[src/rtl/vend_pkg.sv]
// Shared types and helpers for the coin-operated vending controller.
// Holds the FSM state encoding, the default coin values and the CREDIT_W sizing check.
package vend_pkg;

  typedef enum logic [1:0] {
    COLLECT = 2'd0,
    VEND    = 2'd1,
    CHANGE  = 2'd2
  } state_t;

  // Coin values are counted in 5-cent units.
  localparam int DEF_N_VAL = 1;
  localparam int DEF_D_VAL = 2;
  localparam int DEF_Q_VAL = 5;

  // The largest credit the FSM can ever hold is PRICE-1 plus one quarter.
  // That value must fit in credit_w bits.
  function automatic bit credit_w_ok(int credit_w, int price, int q_val);
    if (price < 1 || credit_w < 1 || credit_w > 30) return 1'b0;
    return (price - 1 + q_val) < (1 << credit_w);
  endfunction

endpackage

[src/rtl/vending_controller_coin_select.sv]
// Combinational coin priority encoder.
// Accepts the highest-value coin present and flags any extra coins for rejection.
module coin_select
  import vend_pkg::*;
#(
  parameter int N_VAL    = DEF_N_VAL,
  parameter int D_VAL    = DEF_D_VAL,
  parameter int Q_VAL    = DEF_Q_VAL,
  parameter int CREDIT_W = 4
) (
  input  logic                nickel,
  input  logic                dime,
  input  logic                quarter,
  output logic                coin_valid,
  output logic [CREDIT_W-1:0] coin_val,
  output logic                multi_reject
);

  assign coin_valid   = nickel | dime | quarter;
  assign multi_reject = (nickel & dime) | (nickel & quarter) | (dime & quarter);

  // NOTE: every output of a combinational block gets a default first so no latch is inferred.
  always_comb begin
    coin_val = '0;
    if (quarter)     coin_val = CREDIT_W'(Q_VAL);
    else if (dime)   coin_val = CREDIT_W'(D_VAL);
    else if (nickel) coin_val = CREDIT_W'(N_VAL);
  end

endmodule

[src/rtl/vending_controller.sv]
// Coin-operated vending controller: accumulates credit toward PRICE, raises vend,
// then returns any overpayment or cancelled credit through a change handshake.
module vending_controller
  import vend_pkg::*;
#(
  parameter int PRICE    = 4,
  parameter int N_VAL    = DEF_N_VAL,
  parameter int D_VAL    = DEF_D_VAL,
  parameter int Q_VAL    = DEF_Q_VAL,
  parameter int CREDIT_W = 4
) (
  input  logic                clk,
  input  logic                reset,
  input  logic                nickel,
  input  logic                dime,
  input  logic                quarter,
  input  logic                cancel,
  input  logic                vend_ack,
  input  logic                change_ready,
  output logic                vend,
  output logic                change_valid,
  output logic [CREDIT_W-1:0] change_amt,
  output logic [CREDIT_W-1:0] credit,
  output logic                coin_reject,
  output logic                busy
);

  if (!credit_w_ok(CREDIT_W, PRICE, Q_VAL)) begin : g_bad_credit_w
    $error("vending_controller: CREDIT_W cannot hold PRICE-1+Q_VAL, or PRICE < 1");
  end

  localparam logic [CREDIT_W:0] PRICE_EXT = (CREDIT_W + 1)'(PRICE);

  state_t              state_q, state_d;
  logic [CREDIT_W-1:0] credit_q, credit_d;
  logic [CREDIT_W-1:0] change_q, change_d;
  logic                reject_d;
  logic                coin_valid;
  logic                multi_reject;
  logic [CREDIT_W-1:0] coin_val;
  logic [CREDIT_W:0]   sum;
  logic                vend_q, change_valid_q, reject_q, busy_q;

  coin_select #(
    .N_VAL   (N_VAL),
    .D_VAL   (D_VAL),
    .Q_VAL   (Q_VAL),
    .CREDIT_W(CREDIT_W)
  ) u_coin_select (
    .nickel      (nickel),
    .dime        (dime),
    .quarter     (quarter),
    .coin_valid  (coin_valid),
    .coin_val    (coin_val),
    .multi_reject(multi_reject)
  );

  // One extra bit so the price comparison cannot wrap.
  assign sum = {1'b0, credit_q} + {1'b0, coin_val};

  always_comb begin
    state_d  = state_q;
    credit_d = credit_q;
    change_d = change_q;
    reject_d = 1'b0;
    unique case (state_q)
      COLLECT: begin
        reject_d = multi_reject;
        if (cancel) begin
          // A coin arriving with cancel joins the refund; no price check.
          if (sum != '0) begin
            state_d  = CHANGE;
            change_d = sum[CREDIT_W-1:0];
            credit_d = '0;
          end
        end else if (coin_valid) begin
          if (sum >= PRICE_EXT) begin
            state_d  = VEND;
            credit_d = CREDIT_W'(sum - PRICE_EXT);
          end else begin
            credit_d = sum[CREDIT_W-1:0];
          end
        end
      end
      VEND: begin
        reject_d = coin_valid;
        if (vend_ack) begin
          if (credit_q != '0) begin
            state_d  = CHANGE;
            change_d = credit_q;
            credit_d = '0;
          end else begin
            state_d = COLLECT;
          end
        end
      end
      CHANGE: begin
        reject_d = coin_valid;
        if (change_ready) begin
          state_d  = COLLECT;
          change_d = '0;
        end
      end
      default: state_d = COLLECT;
    endcase
  end

  // NOTE: sequential state uses non-blocking assignments so all registers update together.
  always_ff @(posedge clk or posedge reset) begin
    if (reset) begin
      state_q        <= COLLECT;
      credit_q       <= '0;
      change_q       <= '0;
      vend_q         <= 1'b0;
      change_valid_q <= 1'b0;
      reject_q       <= 1'b0;
      busy_q         <= 1'b0;
    end else begin
      state_q        <= state_d;
      credit_q       <= credit_d;
      change_q       <= change_d;
      vend_q         <= (state_d == VEND);
      change_valid_q <= (state_d == CHANGE);
      reject_q       <= reject_d;
      busy_q         <= (state_d != COLLECT);
    end
  end

  assign vend         = vend_q;
  assign change_valid = change_valid_q;
  assign change_amt   = change_q;
  assign credit       = credit_q;
  assign coin_reject  = reject_q;
  assign busy         = busy_q;

endmodule

[config.mk]
export PLATFORM = sky130hd
export DESIGN_NAME = vending_controller
export DESIGN_NICKNAME = d
export VERILOG_FILES = /design/src/rtl/vend_pkg.sv /design/src/rtl/vending_controller_coin_select.sv /design/src/rtl/vending_controller.sv
export SDC_FILE = /design/constraint.sdc
export NUM_CORES = 1
export LEC_CHECK = 0
export ABC_CLOCK_PERIOD_IN_PS = 6220
export CAP_MARGIN = 20
export CORE_MARGIN = 2
export CORE_UTILIZATION = 65
export CTS_BUF_LIST = sky130_fd_sc_hd__clkbuf_16
export CTS_CLUSTER_DIAMETER = 60
export CTS_CLUSTER_SIZE = 28
export DETAILED_ROUTE_END_ITERATION = 10
export DONT_BUFFER_PORTS = 1
export PLACE_DENSITY_LB_ADDON = 0.25
export SKIP_CTS_REPAIR_TIMING = 1
export SYNTH_ARGS = -nofsm -noshare
export SYNTH_HDL_FRONTEND = slang
export SYNTH_SLANG_ARGS = --single-unit
[constraint.sdc]
create_clock -name clk -period 6.22 [get_ports clk]
set_input_delay 1.244 -clock clk [delete_from_list [all_inputs] [get_ports clk]]
set_output_delay 1.244 -clock clk [all_outputs]
set_load 0.02 [all_outputs]
# Word-level counts from Yosys, hierarchy flattened
# Index checks and enable logic that the tools add are counted.
[classes]
order_cmp = 1
n_eq_ne = 11
n_reduce_logical = 9
mul = 0
n_div = 0
muxes = 25
n_bitwise = 7
add_sub_neg = 2
shifts = 0
[ops]
columns = ["op", "n"]
rows = [
  ["4-bit two-way mux", 13],
  ["2-bit two-way mux", 7],
  ["4-bit case mux with 3 select lines", 1],
  ["2-bit != test, second input constant", 5],
  ["4-bit case mux with 2 select lines", 1],
  ["3-bit != test, second input constant", 2],
  ["2-bit case mux with 3 select lines", 1],
  ["6-bit AND reduction", 1],
  ["4-bit by 4-bit adder with 5-bit output", 1],
  ["5-bit by 3-bit greater-or-equal comparator with 1-bit output, second input constant", 1],
  ["5-bit AND reduction", 1],
  ["5-bit nonzero test", 1],
  ["2-bit by 1-bit equality test with 1-bit output, second input constant", 2],
  ["2-bit equality test, second input constant", 2],
  ["1-bit OR", 4],
  ["2-bit nonzero test", 2],
  ["4-bit nonzero test", 1],
  ["4-bit by 3-bit subtractor with 4-bit output, second input constant", 1],
  ["1-bit AND", 3],
  ["3-bit nonzero test", 1],
  ["2-bit zero test", 1],
  ["1-bit case mux with 2 select lines", 1],
  ["2-bit OR reduction", 1],
  ["1-bit two-way mux", 1],
]
[word_totals]
latch_bits = 0
mem_count = 0
ram_bits = 0
register_bits = 14
rom_bits = 0
out_inout_bits = 12
word_cells = 62

# Longest topological paths before layout
# Gate-level depths: netlist (run 1).
[logic_depth]
ltp_word = 10
mapped_depth = 12

# Cells and area by module
# From an unflattened synthesis (run 1), not the netlist that was laid out.
[hier_totals]
cells_unflattened = 108
hier_area_um2 = 1043.5
[by_module_without_submodules]
columns = ["module", "n_inst", "cells_per_inst", "area_each_um2", "seq_area_each_um2"]
rows = [
  ["vending_controller", 1, 100, 993.5, 350.3],
  ["coin_select", 1, 8, 50.0, 0.0],
]

# Worst setup path after synthesis (run 1)
# OpenSTA, ideal clock, no wires.
[synth_path]
kind = "input -> register"
from = "input dime"
to = "register change_q[0] (netlist: change_amt[0])"
t_arrival_ps = 3377
slack_ps = 2718
required_time_ps = 6095
stages = 11
cell_sequence = "inv_1 > a21o_1 > ha_1 > fa_1 > xor2_1 > inv_1 > ha_1 > nor3b_1 > o22ai_1 > o21ai_2 > mux2_2"
[synth_between]
elab_chain_len = 6
elab_cells_between_ends = 9
[synth_rtl]
columns = ["element", "line_no", "rtl"]
rows = [
  ["from (decl)", "vending_controller.sv:15", "input logic dime,"],
  ["4-bit two-way mux *", "vending_controller_coin_select.sv:26", "else if (dime) coin_val = CREDIT_W'(D_VAL);"],
  ["4-bit two-way mux *", "vending_controller_coin_select.sv:25", "if (quarter) coin_val = CREDIT_W'(Q_VAL);"],
  ["4-bit by 4-bit adder with 5-bit output *", "vending_controller.sv:59", "assign sum = {1'b0, credit_q} + {1'b0, coin_val};"],
  ["5-bit nonzero test or 4-bit two-way mux (tied branches)", "vending_controller.sv:71", "if (sum != '0) begin"],
  ["2-bit != test (no source line) or 4-bit two-way mux (tied branches)", "--", ""],
  ["6-bit AND reduction (no source line) or 4-bit case mux with 3 select lines (tied branches)", "--", ""],
  ["to (signal assigned)", "vending_controller.sv:121", "change_q <= change_d;"],
  ["to (decl)", "vending_controller.sv:36", "logic [CREDIT_W-1:0] change_q, change_d;"],
]
# Mark *: on every way between the ends. The rest lies on a longest branch, timed or not. The select of a mux whose other input is x is not followed.
# A chain may end at the register's enable or synchronous reset.

# Final worst setup path (run 1)
# Same ends and word-level chain as after synthesis.

==> results of run 1 <==
[cells by family (layout without fill, tap and decap cells)]
| group | after synthesis | in the layout | share of synthesized area (%) |
|---|---|---|---|
| simple gates | 37 | 37 | 18.2 |
| xor+xnor | 1 | 1 | 0.856 |
| buf+inv | 13 | 15 | 4.89 |
| compound gates | 28 | 28 | 19.6 |
| mux | 8 | 8 | 8.31 |
| flops | 14 | 14 | 34.2 |
| fa+ha+maj | 11 | 11 | 13.9 |
[power by group through the flow]
stage,Clock (µW),Sequential (µW),Combinational (µW)
floorplan,0,200,299
global placement,0,210,351
detailed placement,0,211,359
CTS,126,210,363
global route,130,216,406
finish,124,211,366
[synthesized netlist by cell type, types with 2 or more instances]
cell	n	area share [%]
dfrtp_1	14	34
inv_1	11	4.0
ha_1	9	11
nor2_1	9	3.3
a21oi_1	7	3.4
nand2_1	7	2.6
nand3_1	6	2.9
mux2_2	4	4.4
mux2i_1	4	3.9
nor3_1	4	2.0
o21ai_0	4	2.0
nor2b_1	3	1.8
o22ai_1	3	1.8
a31oi_1	2	1.2
o21a_1	2	1.5
[layout make-up]
type | instances | area (µm²) | share of cell area (%)
Multi-Input combinational cell | 85 | 623 | 56.0
Sequential cell | 14 | 350 | 31.5
Clock buffer | 3 | 75.1 | 6.74
Inverter | 11 | 41.3 | 3.71
Tap cell | 16 | 20.0 | 1.80
Clock inverter | 1 | 3.75 | 0.337
[registers in the layout (all words and copies together), names as in the netlist]
| register | cells |
|---|---|
| change_amt | 4 |
| credit | 4 |
| state_q | 2 |
| busy | 1 |
| change_valid | 1 |
| coin_reject | 1 |
| vend | 1 |
[per-stage QoR]
stage	instance area, µm²	cells
final	1110	130
after global routing	1110	130
after CTS	1110	130
after detailed placement	1030	126
after floorplan	1020	112
after global placement	1030	126
[per-layer routing]
layer  global-route usage, %  vias to the layer above  part of all wire (%)
li1                        -                      409                     -
met1                    33.1                      418                    40
met2                    45.9                       38                    50
met3                    5.83                        9                   6.9
met4                    15.2                        0                   3.1
met5                       0                        -                     0
[how the worst max path moves through the flow]
stage	to	slack (ps)	cells past startpoint
6_report	change_amt[0]$_DFFE_PP0P_	2700	11
5_1_grt	state_q[1]$_DFF_PP0_	2530	12
4_1_cts	change_amt[0]$_DFFE_PP0P_	2740	11
3_5_place_dp	change_amt[3]$_DFFE_PP0P_	2480	11
3_3_place_gp	change_amt[1]$_DFFE_PP0P_	2580	11
2_1_floorplan	change_amt[0]$_DFFE_PP0P_	2720	11
[worst max-delay path, delay by kind of cell]
family,cells,cell delay (ps)
compound gates,3,650
fa+ha+maj,3,740
xor+xnor,1,190
mux,1,360
buf+inv,2,150
simple gates,1,310
==> results.py, run 1 <==
metrics = {
    "sta": {
        "tightestPinTransition_ps": 540,
        "setup_viol_count_final": 0,
        "slew-limit-headroom_pct": 64.0,
        "rsz0062_at_grt": "false",
        "tns_ps": 0,
        "skew_ps": 3.99,
        "fmax_mhz": 284,
        "hold_viol": 0,
        "period_share_pct": 56.7,
        "setup_ws_ps": 2700,
        "worst_hold_slack_ps": 668,
        "drv_slew": 0,
        "min_period_ps": 3520,
    },
    "place": {
        "place_ws_ps": 2480,
        "port_buffers": 0,
        "dpl.hpwl_um": 1650,
        "gp_congestion": 0.930,
    },
    "logic_synthesis": {
        "async_flop_share_pct": 100,
        "syn-num-nets": 130,
        "synth-edff-count": 0,
        "syn_area_per_cell_um2": 9.14,
        "ys_ff_latch": 14,
        "synth_cells": 112,
        "synth-main-ff-cell": "dfrtp_1",
        "yosysUniqueCellTypes": 38,
        "ys_warn_count": 0,
        "syn_area_mm2": 0.00102,
        "ys_seq_area_share_pct": 34.2,
    },
    "routing": {
        "via_per_inst": 6.72,
        "wirelength_um": 2260,
        "wire_per_inst_um": 17.4,
        "vias": 874,
        "first_iter_violations": 26,
        "dr.pass1.iters": 4,
        "drc": 0,
        "drtAntennaViolNets": 0,
    },
    "worst_hold_path": {
        "min_from": "change_amt[1]$_DFFE_PP0P_",
        "hold_depth": 1,
        "min_to": "change_amt[1]$_DFFE_PP0P_",
        "hold_path_class": "flip-flop to flip-flop",
    },
    "grt": {
        "grt_overflow": 0,
        "first_global_vias": 837,
        "grt_max_degree": 15,
        "antenna_found_initial": 0,
        "grt_first_pass_wirelength_um": 3810,
        "track_usage_pct": 27.6,
    },
    "pwr": {
        "ir_drop_mv": 0.357,
        "power_frac_comb_pct": 52.2,
        "clockPowerShare_pct": 17.6,
        "power.leakage_uw": 0.000506,
        "switching_share_pct": 46.1,
        "intPower_uw": 378,
        "power_frac_seq_pct": 30.1,
        "p_per_area_mw_per_mm2": 630,
        "total_power_uw": 702,
        "switchingPower_uw": 323,
    },
    "layout": {
        "final_cell_mix": "dfrtp_1, inv_1, nor2_1, ha_1",
        "final_common_cell": "dfrtp_1",
        "antenna_cells": 0,
        "nNetsFinal": 133,
        "syn_to_final_growth_pct": 8.80,
        "drive_gt1_share_pct": 11.4,
        "fillers": 100,
        "post-route-util_pct": 74.8,
    },
    "clock_network": {
        "clkTransAtPathRegs_ps": 40,
        "h-tree-depth": 1,
        "cts-root-buf": "clkbuf_16",
        "cts_inserted_buffers": 3,
        "cts_tree": "yes",
        "clockBufferDepth": 2,
        "insertion_delay_ps": 250,
        "clock_sinks": 14,
    },
    "setup_path": {
        "required_ps": 6350,
        "end_kind": "flip-flop",
        "r2r_end": "change_amt[0]$_DFFE_PP0P_",
        "ff2ff_path_depth": 9,
        "timing.rr.start": "credit[0]$_DFFE_PP0P_",
        "worst_setup_path_start_kind": "input pin",
        "rrSetupSlack_ps": 3270,
        "crit_arrival_ps": 3650,
        "critical_path.cell_chain": "inv_1 > a21o_1 > ha_1 > fa_1 > xor2_1 > inv_1 > ha_1 > nor3b_1 > o22ai_1 > o21ai_2 > mux2_2",
        "crit_type": "input pin to flip-flop",
        "cp_slowest_cell": "fa_1",
        "critPathMaxStageDelay_ps": 400,
        "critPathLaunch": "dime",
        "cp_max_fo": 4,
    },
    "floorplanning": {
        "die_area_mm2": 0.00191,
        "placement_rows": 14,
        "core_area_mm2": 0.00149,
        "ios": 20,
        "initial_core_util_pct": 68.7,
        "dieHeight_um": 43.7,
        "dieWidth_um": 43.7,
    },
    "status": {
        "status": "finished, final reports clean",
    },
    "flow_run": {
        "cap_violations": 0,
    },
}
No activity file was read; power rests on OpenSTA's default activity.
==> run 2, diff against run 1 <==
ABC_CLOCK_PERIOD_IN_PS = 3300   (was 6220)
CORE_UTILIZATION = 61   (was 65)
clock period = 3.3 ns   (was 6.22 ns; I/O delays follow)
==> run 2 against run 1 <==
- clock-buffer cell count unchanged
- core utilization is 2.1 points lower
- register-to-register slack got worse by 2900 ps
==> results.py, run 2 (synthesized netlist as in run 1, its figures left out) <==
metrics = {
    "setup_path": {
        "cp_slowest_cell": "fa_1",
        "rrSetupSlack_ps": 400,
        "r2r_end": "change_amt[0]$_DFFE_PP0P_",
        "critical_path.cell_chain": "inv_1 > a21o_1 > ha_1 > fa_1 > xor2_1 > inv_1 > ha_1 > nor3b_1 > o22ai_1 > o21ai_2 > mux2_2",
        "worst_setup_path_start_kind": "input pin",
        "required_ps": 3430,
        "critPathMaxStageDelay_ps": 400,
        "end_kind": "flip-flop",
        "crit_family": "adder cells",
        "crit_type": "input pin to flip-flop",
        "ff2ff_path_depth": 9,
        "timing.rr.start": "credit[0]$_DFFE_PP0P_",
        "cp_max_fo": 4,
        "path_buf_inv": 2,
        "crit_arrival_ps": 3030,
    },
    "sta": {
        "min_period_ps": 2900,
        "setup_viol_count_final": 0,
        "hold_viol": 0,
        "fmax_mhz": 344,
        "period_share_pct": 88.0,
        "slew-limit-headroom_pct": 65.0,
        "drv_slew": 0,
        "rsz0062_at_grt": "false",
        "tns_ps": 0,
        "skew_ps": 3.82,
        "tightestPinTransition_ps": 525,
    },
    "grt": {
        "antenna_found_initial": 0,
        "grt_max_degree": 15,
        "grt.met1_usage_pct": 34.3,
        "use_met3_pct": 7.20,
        "first_global_vias": 842,
        "track_usage_pct": 27.7,
        "top_usage_layer": "met2",
        "grt_first_pass_wirelength_um": 3930,
        "grt_use_met2_pct": 44.6,
        "grt_overflow": 0,
    },
    "routing": {
        "drc": 0,
        "first_iter_violations": 28,
        "via_per_inst": 6.38,
        "drtAntennaViolNets": 0,
        "vias": 836,
        "wire_per_inst_um": 17.9,
        "dr.pass1.iters": 4,
        "wirelength_um": 2340,
    },
    "floorplanning": {
        "initial_core_util_pct": 66.4,
        "ios": 20,
        "dieWidth_um": 45.0,
        "dieHeight_um": 45.0,
        "placement_rows": 14,
        "die_area_mm2": 0.00202,
        "core_area_mm2": 0.00154,
    },
    "layout": {
        "antenna_cells": 0,
        "nNetsFinal": 134,
        "drive_gt1_share_pct": 12.2,
        "final_common_cell": "dfrtp_1",
        "final_cell_mix": "dfrtp_1, inv_1, nor2_1, ha_1",
        "syn_to_final_growth_pct": 9.54,
        "fillers": 121,
        "layout.cells.non_filler": 131,
    },
    "place": {
        "dpl.hpwl_um": 1700,
        "dp_cells": 127,
        "gp_congestion": 0.915,
        "port_buffers": 0,
    },
    "clock_network": {
        "cts-root-buf": "clkbuf_16",
        "clockBufferDepth": 2,
        "h-tree-depth": 1,
        "clkTransAtPathRegs_ps": 50,
        "clock_sinks": 14,
        "cts_tree": "yes",
        "insertion_delay_ps": 250,
        "cts_inserted_buffers": 3,
    },
    "pwr": {
        "switching_share_pct": 46.1,
        "power_frac_seq_pct": 29.5,
        "switchingPower_uw": 620,
        "clockPowerShare_pct": 17.3,
        "intPower_uw": 724,
        "p_per_area_mw_per_mm2": 1200,
        "power.leakage_uw": 0.000511,
        "ir_drop_mv": 0.725,
        "power_frac_comb_pct": 53.1,
    },
    "status": {
        "status": "finished, final reports clean",
    },
    "worst_hold_path": {
        "hold_path_class": "input pin to async pin",
    },
    "flow_run": {
        "cap_violations": 0,
    },
}
[run 2: changes by cell type in the layout (fill, tap and decap cells not counted), sizes merged]
cell  delta
buf      +1
[run 2: worst max path at each step]
stage,depth (start not counted),slack [ps],from,to
after floorplan,11,380,dime,change_amt[0]$_DFFE_PP0P_
after global placement,11,250,dime,change_amt[0]$_DFFE_PP0P_
after detailed placement,11,190,dime,change_amt[1]$_DFFE_PP0P_
after CTS,11,420,dime,change_amt[2]$_DFFE_PP0P_
after global routing,9,180,credit[2]$_DFFE_PP0P_,change_amt[1]$_DFFE_PP0P_
final,11,400,dime,change_amt[0]$_DFFE_PP0P_
[run 2: routing by layer]
layer	vias up	wire, µm
li1	409	-
met1	396	1000
met2	25	1170
met3	6	122
met4	0	44
met5	-	0
[run 2: layout make-up]
type / instances / area, µm² / area share (%)
Inverter: 11 / 41.3 / 3.68
Multi-Input combinational cell: 85 / 623 / 55.6
Clock buffer: 3 / 75.1 / 6.70
Timing Repair Buffer: 1 / 7.51 / 0.670
Clock inverter: 1 / 3.75 / 0.335
Tap cell: 16 / 20.0 / 1.79
Sequential cell: 14 / 350 / 31.2
[run 2: power by group through the flow]
stage          sequential (µW)  combinational [µW]  clock, µW
6_report                   397                 714        233
4_1_cts                    397                 708        236
5_1_grt                    410                 794        245
3_5_place_dp               400                 692          0
3_3_place_gp               398                 679          0
2_1_floorplan              378                 563          0
[run 2: metrics by stage]
step,util [%],total power [µW],hold slack [ps],area (µm²),setup WS [ps]
after CTS,72.7,1340,350,1120,419
after global routing,72.7,1450,382,1120,178
after detailed placement,67.6,1090,613,1040,187
after floorplan,-,941,549,1020,382
final,72.7,1340,337,1120,397
after global placement,67.6,1080,607,1040,245
